$ cat config.mk
export PLATFORM = sky130hd
export DESIGN_NAME = os_drain_collector
export DESIGN_NICKNAME = d
export VERILOG_FILES = /design/src/rtl/os_drain_collector.sv
export SDC_FILE = /design/constraint.sdc
export NUM_CORES = 1
export LEC_CHECK = 0
export ABC_AREA = 0
export BUFFER_PORTS_ARGS = -buffer_cell sky130_fd_sc_hd__buf_2
export CAP_MARGIN = 20
export CORE_MARGIN = 10
export CORE_UTILIZATION = 50
export DETAILED_ROUTE_END_ITERATION = 16
export HOLD_SLACK_MARGIN = 0.06
export PLACE_DENSITY = 0.72
export SYNTH_ARGS = -nofsm -noshare
export SYNTH_HDL_FRONTEND = slang
export SYNTH_SLANG_ARGS = --single-unit
$ cat constraint.sdc
create_clock -name clk -period 3.4 [get_ports clk]
set_input_delay 0.51 -clock clk [delete_from_list [all_inputs] [get_ports clk]]
set_output_delay 0.51 -clock clk [all_outputs]
set_load 0.02 [all_outputs]
$ cat src/rtl/os_drain_collector.sv
// ---------------------------------------------------------------------------
// os_drain_collector
//   Collects the N result words that leave the bottom PE of an output-
//   stationary column drain chain. Each captured word is tagged with its
//   drain index and a last flag, and is then pushed into a show-ahead FIFO
//   of DEPTH entries. The consumer drains that FIFO independently of the
//   capture FSM.
//
// Ports
//   clk, rst_n        single clock; asynchronous active-low reset
//   drain_start       one-cycle pulse that arms one drain (taken only in IDLE)
//   in_data/in_valid  result word and stage-valid from the bottom PE
//   out_data/out_valid/out_ready
//                     show-ahead head of the FIFO; pops on valid && ready
//   out_last          head word is word N-1 of its drain
//   out_idx           drain index of the head word
//   busy              FSM is ARMED or CAPTURE
//   done              one-cycle pulse in the cycle after the Nth capture
//   overflow          sticky; a captured word was dropped because the FIFO
//                     was full. Cleared when the next drain is armed.
// ---------------------------------------------------------------------------
module os_drain_collector #(
  parameter int D_W   = 8,
  parameter int N     = 4,
  parameter int DEPTH = 8
) (
  input  logic                                  clk,
  input  logic                                  rst_n,
  input  logic                                  drain_start,
  input  logic [2*D_W-1:0]                      in_data,
  input  logic                                  in_valid,
  output logic [2*D_W-1:0]                      out_data,
  output logic                                  out_valid,
  input  logic                                  out_ready,
  output logic                                  out_last,
  output logic [((N > 1) ? $clog2(N) : 1)-1:0]  out_idx,
  output logic                                  busy,
  output logic                                  done,
  output logic                                  overflow
);

  // Widths: IW holds a drain index, AW addresses the storage array, PW is
  // the pointer width with one extra wrap bit so full and empty differ.
  localparam int IW  = (N > 1) ? $clog2(N) : 1;
  localparam int AW  = $clog2(DEPTH);
  localparam int AWS = (AW > 0) ? AW : 1;
  localparam int PW  = AW + 1;
  localparam int DW  = 2 * D_W;
  localparam int EW  = DW + IW + 1;

  // Pointer XOR pattern meaning "same slot, opposite lap": only the wrap bit
  // differs.
  localparam logic [PW-1:0] WRAP_BIT = PW'(1) << AW;
  localparam logic [IW-1:0] LAST_IDX = IW'(N - 1);

  typedef enum logic [1:0] {
    IDLE    = 2'd0,
    ARMED   = 2'd1,
    CAPTURE = 2'd2
  } state_t;

  state_t        state, state_nxt;
  logic [IW-1:0] cnt;

  // Capture-side decode, produced by the FSM output process.
  logic          start;
  logic          cap;
  logic          cap_last;

  // FIFO
  logic [EW-1:0] mem [DEPTH];
  logic [PW-1:0] wp, rp;
  logic [AWS-1:0] wa, ra;
  logic          empty, full;
  logic          pop, push_ok, push_drop;
  logic [EW-1:0] head;

  // -------------------------------------------------------------------------
  // FSM: state register
  // -------------------------------------------------------------------------
  always_ff @(posedge clk or negedge rst_n) begin
    if (!rst_n) begin
      state <= IDLE;
    end else begin
      state <= state_nxt;
    end
  end

  // -------------------------------------------------------------------------
  // FSM: next state
  //   No timeout: ARMED/CAPTURE wait as long as in_valid stays low.
  //   cnt is 0 while ARMED, so cap_last in ARMED means N == 1.
  // -------------------------------------------------------------------------
  always_comb begin
    state_nxt = state;
    case (state)
      IDLE: begin
        if (drain_start) state_nxt = ARMED;
      end
      ARMED: begin
        if (in_valid) state_nxt = cap_last ? IDLE : CAPTURE;
      end
      CAPTURE: begin
        if (in_valid && cap_last) state_nxt = IDLE;
      end
      default: state_nxt = IDLE;
    endcase
  end

  // -------------------------------------------------------------------------
  // FSM: outputs / capture decode
  // -------------------------------------------------------------------------
  always_comb begin
    busy     = 1'b0;
    start    = 1'b0;
    cap      = 1'b0;
    cap_last = (cnt == LAST_IDX);
    case (state)
      IDLE: begin
        start = drain_start;
      end
      ARMED, CAPTURE: begin
        busy = 1'b1;
        cap  = in_valid;
      end
      default: begin
        busy = 1'b0;
      end
    endcase
  end

  // -------------------------------------------------------------------------
  // Capture counter, done pulse, sticky overflow
  //   The counter advances on every capture, including a dropped one, so the
  //   indices of the words that do get through remain correct.
  // -------------------------------------------------------------------------
  always_ff @(posedge clk or negedge rst_n) begin
    if (!rst_n) begin
      cnt      <= '0;
      done     <= 1'b0;
      overflow <= 1'b0;
    end else begin
      done <= cap & cap_last;
      if (start) begin
        cnt      <= '0;
        overflow <= 1'b0;
      end else begin
        if (cap) cnt <= cap_last ? '0 : cnt + IW'(1);
        if (push_drop) overflow <= 1'b1;
      end
    end
  end

  // -------------------------------------------------------------------------
  // FIFO control
  //   A push into a full FIFO is still accepted when the head is popped in
  //   the same cycle, because that pop frees the slot the push writes.
  // -------------------------------------------------------------------------
  assign empty     = (wp == rp);
  assign full      = ((wp ^ rp) == WRAP_BIT);
  assign pop       = ~empty & out_ready;
  assign push_ok   = cap & (~full | pop);
  assign push_drop = cap & full & ~pop;

  assign wa = AWS'(wp % PW'(DEPTH));
  assign ra = AWS'(rp % PW'(DEPTH));

  always_ff @(posedge clk or negedge rst_n) begin
    if (!rst_n) begin
      wp <= '0;
      rp <= '0;
    end else begin
      wp <= wp + PW'(push_ok);
      rp <= rp + PW'(pop);
    end
  end

  // Storage has no reset. The read side is masked by out_valid, so the stale
  // contents of the array are never visible.
  always_ff @(posedge clk) begin
    if (push_ok) mem[wa] <= {in_data, cnt, cap_last};
  end

  // -------------------------------------------------------------------------
  // Show-ahead read side. The outputs are zero while the FIFO is empty, and
  // therefore also as soon as reset clears the pointers.
  // -------------------------------------------------------------------------
  assign head      = mem[ra];
  assign out_valid = ~empty;
  assign out_data  = out_valid ? head[EW-1 -: DW] : '0;
  assign out_idx   = out_valid ? head[IW:1]       : '0;
  assign out_last  = out_valid & head[0];

endmodule

# Word level (Yosys, flattened, before mapping)
# Memory sizes are Yosys's and may differ from the RTL's.
# Index checks and enable logic that the tools add are counted.
[word_totals] output_inout_bits=23 ram_bits=152 wordCells=52 register_bits=14 input_bits=21 mem_count=1
[classes] addsub=3 muxes=17 n_reduce_logical=6 bitwise=11 n_eq_ne=8
[memory_table] memory="mem" depth=8 width=19 rd=1 rd_ports_with_merged_regs=0 write_ports=1 line_no="71" source="logic [EW-1:0] mem [DEPTH];"
[ops] operator="2-to-1 mux 16 bit" count=1
[ops] operator="2-to-1 mux 2 bit" count=8
[ops] operator="adder 4 x 1 -> 4 bit" count=2
[ops] operator="2-to-1 mux 1 bit" count=7
[ops] operator="bitwise AND 1 bit" count=6
[ops] operator="!= test 2 bit (second input constant)" count=3
[ops] operator="one-hot mux 2 bit (3 select lines)" count=1
[ops] operator="== test 2 bit (second input constant)" count=2
[ops] operator="== test 4 bit" count=1
[ops] operator="== test 4 bit (second input constant)" count=1
[ops] operator="nonzero test 2 bit" count=2
[ops] operator="bitwise XOR 4 bit" count=1
[ops] operator="NOT 1 bit" count=3
[ops] operator="AND reduction 3 bit" count=1
[ops] operator="adder 2 x 1 -> 2 bit (second input constant)" count=1
[ops] operator="== test 2 x 1 -> 1 bit (second input constant)" count=1
[ops] operator="logical NOT 2 bit" count=1
[ops] operator="OR reduction 2 bit" count=1
[ops] operator="logical AND 1 bit" count=1
[ops] operator="OR 1 bit" count=1

# Depth between registers and ports, before layout
# Gate-level depths: netlist (run 1).
[depth] ltp_word=7 depth_mapped=9 ltp_nobuf=7

# Least setup slack after synthesis (run 1)
# No wires, ideal clock.
[synth_path] path_type="register to register" startpoint="register state[0]" endpoint="memory mem[5][0] (netlist bit) (enable)" slack_ns=1.230 arrival_ns=1.793 path_buffers=0 setup_time_ns=0.377 path_stages_with_launch=6 synth_period_minus_slack_ns=2.170 required_ns=3.023 cell_sequence="dfrtp_1 inv_1 ha_1 nand2_1 a21oi_4 and4b_1"
[synth_via] elab_chain_len=6 elab_cells_between_ends=7 classes_between="2 x eq/ne; 3 x mux; 1 x bitwise; 1 x reduce/logical"
[synth_rtl] element="from (decl)" line_no="62" source="state_t state, state_nxt;"
[synth_rtl] element="from (signal assigned)" line_no="85" source="state <= state_nxt;"
[synth_rtl] element="== test 2 x 1 -> 1 bit or == test 2 bit (tied branches)" line_no="118" source="case (state)"
[synth_rtl] element="OR reduction 2 bit (*)" line_no="118"
[synth_rtl] element="2-to-1 mux 1 bit (*)" line_no="118"
[synth_rtl] element="bitwise AND 1 bit (*)" line_no="162" source="assign push_ok = cap & (~full | pop);"
[synth_rtl] element="2-to-1 mux 1 bit (*)" line_no="181" source="if (push_ok) mem[wa] <= {in_data, cnt, cap_last};"
[synth_rtl] element="2-to-1 mux 1 bit (implied by the code) (*)" line_no="181"
[synth_rtl] element="to (decl)" line_no="71"
# Every way passes the cells marked *; elsewhere a longest branch is shown, timed or not.

# Final worst setup path (run 1)
[layout_path] startpoint="register rp[2]" endpoint="output port out_data[15]"
[layout_via] elab_chain_len=2 elab_cells_between_ends=3 classes_between="1 x eq/ne; 1 x mux; 1 x memory"
[layout_rtl] element="from (decl)" line_no="72" source="logic [PW-1:0] wp, rp;"
[layout_rtl] element="from (signal assigned)" line_no="174" source="rp <= rp + PW'(pop);"
[layout_rtl] element="memory read (8 x 19 bit) or == test 4 bit (tied branches)"
[layout_rtl] element="2-to-1 mux 16 bit (*)" line_no="190" source="assign out_data = out_valid ? head[EW-1 -: DW] : '0;"
[layout_rtl] element="to (decl)" line_no="32" source="output logic [2*D_W-1:0] out_data,"
# Marked as above.

==> results of run 1 <==
## synthesized netlist by cell type, types with 2 or more instances
| library cell | number |
|---|---|
| edfxtp_1 | 152 |
| mux2i_1 | 79 |
| a22oi_1 | 38 |
| and3_1 | 21 |
| dfrtp_1 | 14 |
| buf_2 | 13 |
| ha_1 | 8 |
| xor2_1 | 5 |
| a21oi_1 | 4 |
| and4b_1 | 3 |
| buf_4 | 3 |
| buf_6 | 3 |
| inv_1 | 3 |
| nand2_1 | 3 |
| nor2b_1 | 3 |
| xnor2_1 | 3 |
| and2_1 | 2 |
| and4bb_1 | 2 |
| nor2_1 | 2 |
| o21ai_0 | 2 |
## per-layer routing
layer  GRT usage (%)  vias to the layer above  share of wire [%]
met1           18.67                     1709                 44
met5               0                        -                  0
met4           4.187                        0               0.71
met3           3.672                       12                4.4
met2           22.63                       84                 51
li1                -                     1593                  -
## registers in the layout, indices dropped and copies added (netlist names)
name / cells
cnt: 2
done: 1
mem: 152
overflow: 1
rp: 4
state: 2
wp: 4
## worst register-to-register path, cell delays in order, from the launching register on
cell and delay [ps]:
dfrtp_1 360, inv_1 80, ha_1 350, nand2_1 160, a21oi_4 230, and4bb_1 900
## per-stage QoR
stage / total power (W) / instances / util, % / setup slack (ps)
floorplan: 0.004567 / 375 / - / 1230
global placement: 0.005274 / 584 / 53.74 / 951.1
detailed placement: 0.005333 / 584 / 53.74 / 904.3
CTS: 0.007103 / 617 / 57.98 / 531.8
global route: 0.007387 / 617 / 57.98 / 463.0
finish: 0.007032 / 617 / 57.98 / 594.6
## cells by family after synthesis
logic type / after synthesis / synth area share, %
compound gates: 46 / 5.113
xor+xnor: 8 / 1.053
fa+ha+maj: 8 / 1.504
buf+inv: 24 / 2.124
flops: 166 / 73.83
mux: 79 / 11.88
simple gates: 44 / 4.493
## how the worst max path moves through the flow
stage / start / end / slack, ps
2_1_floorplan: state[0]$_DFFE_PN0P_ / mem[5][0]$_DFFE_PP_ / 1230
3_3_place_gp: state[0]$_DFFE_PN0P_ / mem[5][10]$_DFFE_PP_ / 950
3_5_place_dp: state[0]$_DFFE_PN0P_ / mem[5][9]$_DFFE_PP_ / 900
4_1_cts: rp[2]$_DFF_PN0_ / out_data[11] / 530
5_1_grt: rp[2]$_DFF_PN0_ / out_data[15] / 460
6_report: rp[2]$_DFF_PN0_ / out_data[15] / 590
## power by group through the flow
stage	logic, W	clock network, W	registers [W]
3_5_place_dp	0.00257	0	0.00276
4_1_cts	0.00258	0.00180	0.00272
3_3_place_gp	0.00253	0	0.00275
6_report	0.00252	0.00179	0.00272
2_1_floorplan	0.00188	0	0.00269
5_1_grt	0.00273	0.00190	0.00275
## final cells by class
cell class	count	area [um2]	share of cell area, %
tap	176	220.2	2.891
timing repair buffer	55	320.3	4.205
sequential	166	4918	64.57
multi-input combinational	185	1600	21.01
inverter	3	11.26	0.1478
clock buffer	19	432.9	5.683
clock inverter	13	113.9	1.495
## what timing repair did
action | 4_1_cts | 5_1_grt
hold buffers | 1 | 0
endpoints found under the hold margin | 14 | 0
resized for setup | 0 | 0
setup endpoints to repair | 0 | 0
==> reports/qor.csv, run 1 <==
stage,metric,value,unit
placement,I/O Buffers,43,
sta,setup TNS,0,ps
sta,clock skew,11.52,ps
sta,f_max,356.5,MHz
worst_hold_path,hold depth,2,
setup_path,CP startpoint kind,flop,
placement,GP Congestion,0.7685,
setup_path,FF-to-FF Start,state[1]$_DFFE_PN0P_,
clock_tree,CTS tree,built,
synth,count of state elements after synthesis,166,
grt,initial antenna violation count,0,
sta,Slew headroom,32.14,%
floorplanning,die width,135.4,um
synth,sequential fraction of the synthesis area,73.83,%
worst_hold_path,Hold Crit Start,drain_start,
setup_path,CP Class,reg -> out,
placement,Placed Area,0.007061,mm2
clock_tree,H-Tree Depth,4,
setup_path,CP Data Arrival Time,2300,ps
clock_tree,CTS root buffer,clkbuf_16,
sta,max-slew violations,0,
power,Gate power share,35.8,%
sta,final setup fails,0,
power,maximum VDD drop,0.5428,mV
power,total net switching power,0.002446,W
cells_and_area,Layout Cell Area excl Fill,0.007617,mm2
synth,Syn Nets,404,
synth,Post-synth EDFFs,152,
setup_path,Critical Path End Type,output port,
synth,"Top FF cell, synth",edfxtp_1,
cells_and_area,# fillers,996,
clock_tree,CTS Buffer Depth,2,
grt,first-pass GRT wire length,19.85,mm
flow_run,max_cap viols,0,
detailed_routing,DRC violation count after routing,0,
power,Clock power frac,25.5,%
clock_tree,CTS buffer count,17,
detailed_routing,final antenna-violating net count,0,
synth,Post-Syn Area,0.006656,mm2
sta,worst slew pin tran,1018,ps
worst_hold_path,worst hold path type,in -> reg,
floorplanning,die height,135.4,um
grt,vias in the first global route,3544,
cells_and_area,"commonest non-fill, non-tap cell in the layout",edfxtp_1,
clock_tree,TritonCTS Sinks,166,
power,Internal,0.004586,W
clock_tree,clock-pin slew on the worst setup and hold paths,60,ps
setup_path,critical path's top delay family,simple AND/OR/NAND/NOR gates,
run_status,status,completed,
sta,WHS,317.9,ps
floorplanning,Top-Level Pins,44,
setup_path,critical path required time,2890,ps
sta,RSZ-0062 raised after global routing,no,
setup_path,CP max stage delay,810,ps
grt,total track usage,14.17,%
synth,asr flop ratio synth,8.434,%
setup_path,worst-path fanout max,20,
cells_and_area,final net count,457,
synth,mean post-synth cell area,17.75,um2
setup_path,CP bufs+invs,1,
power,Seq pwr share,38.7,%
setup_path,worst-path cell chain,"and2_1, a22oi_1, and3_1, buf_2",
sta,Fin. Hold Viols,0,
worst_hold_path,Worst Hold End,overflow$_DFFE_PN0P_,
synth,Yosys Warn Count,0,
synth,synth top area cells,"edfxtp_1 (69%), mux2i_1 (12%), dfrtp_1 (5.3%)",
cells_and_area,ratio of cells with drive above 1 in the final layout,19.05,%
placement,DP HPWL,7.454,mm
grt,largest net degree at the start of global routing,78,
clock_tree,Worst-Skew Late Latency,420,ps
synth,cell taking the most area after synthesis,edfxtp_1,
sta,Final Critical Period,2805,ps
power,Switching Share,34.78,%
setup_path,r2r worst-path depth,5,
floorplanning,Core ar.,0.01314,mm2
detailed_routing,number of DRC markers in iteration 0,282,
detailed_routing,total iterations of the first detailed-routing run,4,
detailed_routing,drt total wl,12.52,mm
synth,top cell type's share of synthesized area,68.57,%
setup_path,Crit-path slowest cell,and2_1,
power,leakage dissipation,2.858,nW
grt,Congestion Overflow GR,0,
detailed_routing,via count,3398,
setup_path,r2r setup slk,920,ps
sta,final worst-path cycle share,82.51,%
floorplanning,Starting Density,50.67,%
cells_and_area,area grow syn2layout,14.44,%
cells_and_area,Antenna Cells,0,
clock_tree,Post-CTS Setup Inserts,0,
setup_path,Critical Path Stages,4,
floorplanning,Site Rows,42,
synth,Synth cell types,32,
setup_path,RR Endpoint,mem[4][7]$_DFFE_PP_,
detailed_routing,average routed wire per standard cell,20.29,um
power,PD cells,923.1,mW/mm2
floorplanning,Die Area,0.01833,mm2
synth,Syn Inst Count,375,
cells_and_area,most frequent cells in the layout,"edfxtp_1 (152), mux2i_1 (79), buf_2 (43)",
detailed_routing,vias per cell,5.507,
Note: power is estimated with default switching activity, not from simulation.
==> run 2: changes to the inputs <==
--- a/config.mk
+++ b/config.mk
@@ -12,7 +12,7 @@
 export CORE_UTILIZATION = 50
 export DETAILED_ROUTE_END_ITERATION = 16
 export HOLD_SLACK_MARGIN = 0.06
-export PLACE_DENSITY = 0.72
+export PLACE_DENSITY = 0.74
 export SYNTH_ARGS = -nofsm -noshare
 export SYNTH_HDL_FRONTEND = slang
 export SYNTH_SLANG_ARGS = --single-unit
==> constraint.sdc (replaced) <==
create_clock -name clk -period 2.26 [get_ports clk]
set_input_delay 0.339 -clock clk [delete_from_list [all_inputs] [get_ports clk]]
set_output_delay 0.339 -clock clk [all_outputs]
set_load 0.02 [all_outputs]
==> reports/qor.csv, run 2 (synthesized netlist as in run 1, its figures left out) <==
stage,metric,value,unit,change
run_status,status,finished with violations,,
run_status,failing checks,negative setup slack,,
sta,Final Critical Period,2393,ps,
cells_and_area,fin util,63.79,%,+5.8 points
placement,placed insts,597,,+2.2%
grt,Congestion Overflow GR,0,,unchanged
clock_tree,CTS buffer count,17,,unchanged
worst_hold_path,hold depth,2,,unchanged
power,Switching Share,33.39,%,-1.4 points
grt,vias in the first global route,3769,,+6.3%
setup_path,critical path required time,1920,ps,-970 ps
detailed_routing,DRC violation count after routing,0,,unchanged
detailed_routing,number of DRC markers in iteration 0,343,,+22%
sta,final setup fails,19,,+19
clock_tree,H-Tree Depth,4,,unchanged
floorplanning,Starting Density,50.67,%,unchanged
setup_path,CP Data Arrival Time,2050,ps,-250 ps
sta,RSZ-0062 raised after global routing,yes,,
floorplanning,Top-Level Pins,44,,unchanged
setup_path,worst-path fanout max,7,,-65%
sta,worst slew pin tran,411.9,ps,-606.0 ps
placement,Placed Area,0.007221,mm2,+2.3%
floorplanning,die width,135.4,um,unchanged
cells_and_area,Final Non-Filler Cells,642,,+4.1%
sta,clock skew,8.301,ps,-3.215 ps
clock_tree,CTS root buffer,clkbuf_16,,
power,maximum VDD drop,0.7822,mV,+44%
cells_and_area,ratio of cells with drive above 1 in the final layout,30.90,%,+12 points
sta,setup TNS,-1677,ps,-1677 ps
sta,f_max,417.8,MHz,
setup_path,RR Endpoint,mem[5][9]$_DFFE_PP_,,
grt,total track usage,15.67,%,+1.5 points
placement,GP Congestion,0.7508,,-2.3%
detailed_routing,via count,3671,,+8.0%
clock_tree,clock-pin slew on the worst setup and hold paths,60,ps,about the same
worst_hold_path,worst hold path type,in -> reg,,
placement,I/O Buffers,43,,unchanged
cells_and_area,Layout Cell Area excl Fill,0.008381,mm2,+10%
clock_tree,TritonCTS Sinks,166,,unchanged
placement,DP HPWL,8.158,mm,+9.4%
cells_and_area,Antenna Cells,0,,unchanged
cells_and_area,Top reg by flops,mem,,
setup_path,r2r setup slk,80,ps,-840 ps
grt,first-pass GRT wire length,21.53,mm,+8.5%
detailed_routing,vias per cell,5.718,,+3.8%
floorplanning,Core ar.,0.01314,mm2,unchanged
sta,Setup WS post-layout,-133.4,ps,-728.0 ps
setup_path,FF-to-FF Start,rp[0]$_DFF_PN0_,,
floorplanning,Site Rows,42,,unchanged
detailed_routing,drt total wl,14.69,mm,+17%
worst_hold_path,Hold Crit Start,drain_start,,
power,Seq pwr share,32.9,%,-5.8 points
power,PD cells,1514,mW/mm2,+64%
power,Clock power frac,24.4,%,-1.1 points
cells_and_area,most frequent cells in the layout,"edfxtp_1 (152), mux2i_1 (67), a22oi_1 (26)",,
power,Internal,0.008453,W,+84%
detailed_routing,total iterations of the first detailed-routing run,4,,unchanged
setup_path,r2r worst-path depth,7,,+2
clock_tree,CTS Buffer Depth,2,,unchanged
detailed_routing,average routed wire per standard cell,22.88,um,+13%
cells_and_area,final net count,482,,+5.5%
sta,final worst-path cycle share,105.9,%,
clock_tree,Worst-Skew Late Latency,420,ps,about the same
power,total net switching power,0.004237,W,+73%
sta,Slew headroom,72.54,%,+40 points
power,Gate power share,42.6,%,+6.8 points
sta,Fin. Hold Viols,0,,unchanged
setup_path,CP startpoint kind,flop,,
cells_and_area,registers with the most flip-flops,"mem x152, rp x4, wp x4",,
power,leakage dissipation,3.128,nW,+9.5%
grt,initial antenna violation count,0,,unchanged
cells_and_area,Largest register FFs,152,,unchanged
floorplanning,die height,135.4,um,unchanged
setup_path,Critical Path End Type,output port,,
grt,largest net degree at the start of global routing,21,,-73%
setup_path,CP Class,reg -> out,,
clock_tree,CTS tree,built,,
detailed_routing,final antenna-violating net count,0,,unchanged
cells_and_area,area grow syn2layout,25.90,%,
sta,max-slew violations,0,,unchanged
floorplanning,Die Area,0.01833,mm2,unchanged
worst_hold_path,Worst Hold End,cnt[0]$_DFFE_PN0P_,,
cells_and_area,"commonest non-fill, non-tap cell in the layout",edfxtp_1,,
flow_run,max_cap viols,0,,unchanged
## run 2: per-stage QoR
step                      hold WS [ps]  power [W]  setup WS (ps)
final                            139.8    0.01269         -133.4
after global routing             152.1    0.01318         -170.1
after CTS                        127.9    0.01208         -97.91
after detailed placement         254.9   0.008198          249.5
after global placement           246.2   0.008116          262.8
after floorplan                  43.41   0.006870          89.50
## run 2: what timing repair did
action                     in CTS  in global routing
resized for setup              40                 46
pin swaps                      23                 12
hold buffers                    1                  0
cloned                          3                  4
setup buffers                   5                  2
hold endpoints to repair       14                  0
setup endpoints to repair      19                 19
## run 2: worst max path at each step
| stage | startpoint | to | slack, ps | cells after the start |
|---|---|---|---|---|
| 5_1_grt | rp[0]$_DFF_PN0_ | out_data[9] | -170 | 6 |
| 6_report | rp[0]$_DFF_PN0_ | out_data[11] | -130 | 6 |
| 4_1_cts | rp[0]$_DFF_PN0_ | out_data[7] | -100 | 5 |
| 3_3_place_gp | rp[0]$_DFF_PN0_ | out_data[13] | 260 | 6 |
| 2_1_floorplan | state[0]$_DFFE_PN0P_ | mem[5][0]$_DFFE_PP_ | 90 | 5 |
| 3_5_place_dp | state[1]$_DFFE_PN0P_ | mem[6][10]$_DFFE_PP_ | 250 | 6 |
## run 2: routing by layer
layer  global-route usage [%]  wire, um  vias up  part of all wire (%)
li1                         -         -     1649                     -
met1                    20.85      6314     1844                    43
met2                    24.20      7063      148                    48
met3                    3.450      1023       30                   7.0
met4                    6.938       285        0                   1.9
met5                        0         0        -                     0
## run 2: area by class of cell
class	instances	area (um2)
Inverter	3	11.26
Fill cell	874	4757
Timing Repair Buffer	80	832.0
Clock inverter	13	203.9
Tap cell	176	220.2
Multi-Input combinational cell	185	1760
Clock buffer	19	432.9
Sequential cell	166	4920
## run 2: power groups by stage
| stage | sequential, W | combinational, W | clock [W] |
|---|---|---|---|
| after floorplan | 0.00404 | 0.00283 | 0 |
| final | 0.00418 | 0.00541 | 0.00310 |
| after global routing | 0.00422 | 0.00572 | 0.00324 |
| after global placement | 0.00414 | 0.00398 | 0 |
| after detailed placement | 0.00417 | 0.00403 | 0 |
| after CTS | 0.00413 | 0.00484 | 0.00311 |
## run 2: worst max-delay path: stages, from the launching register on
cell	delay (ps)
dfrtp_4	600
buf_12	190
clkbuf_16	150
mux2i_1	120
a22oi_1	220
and3_1	220
buf_6	120
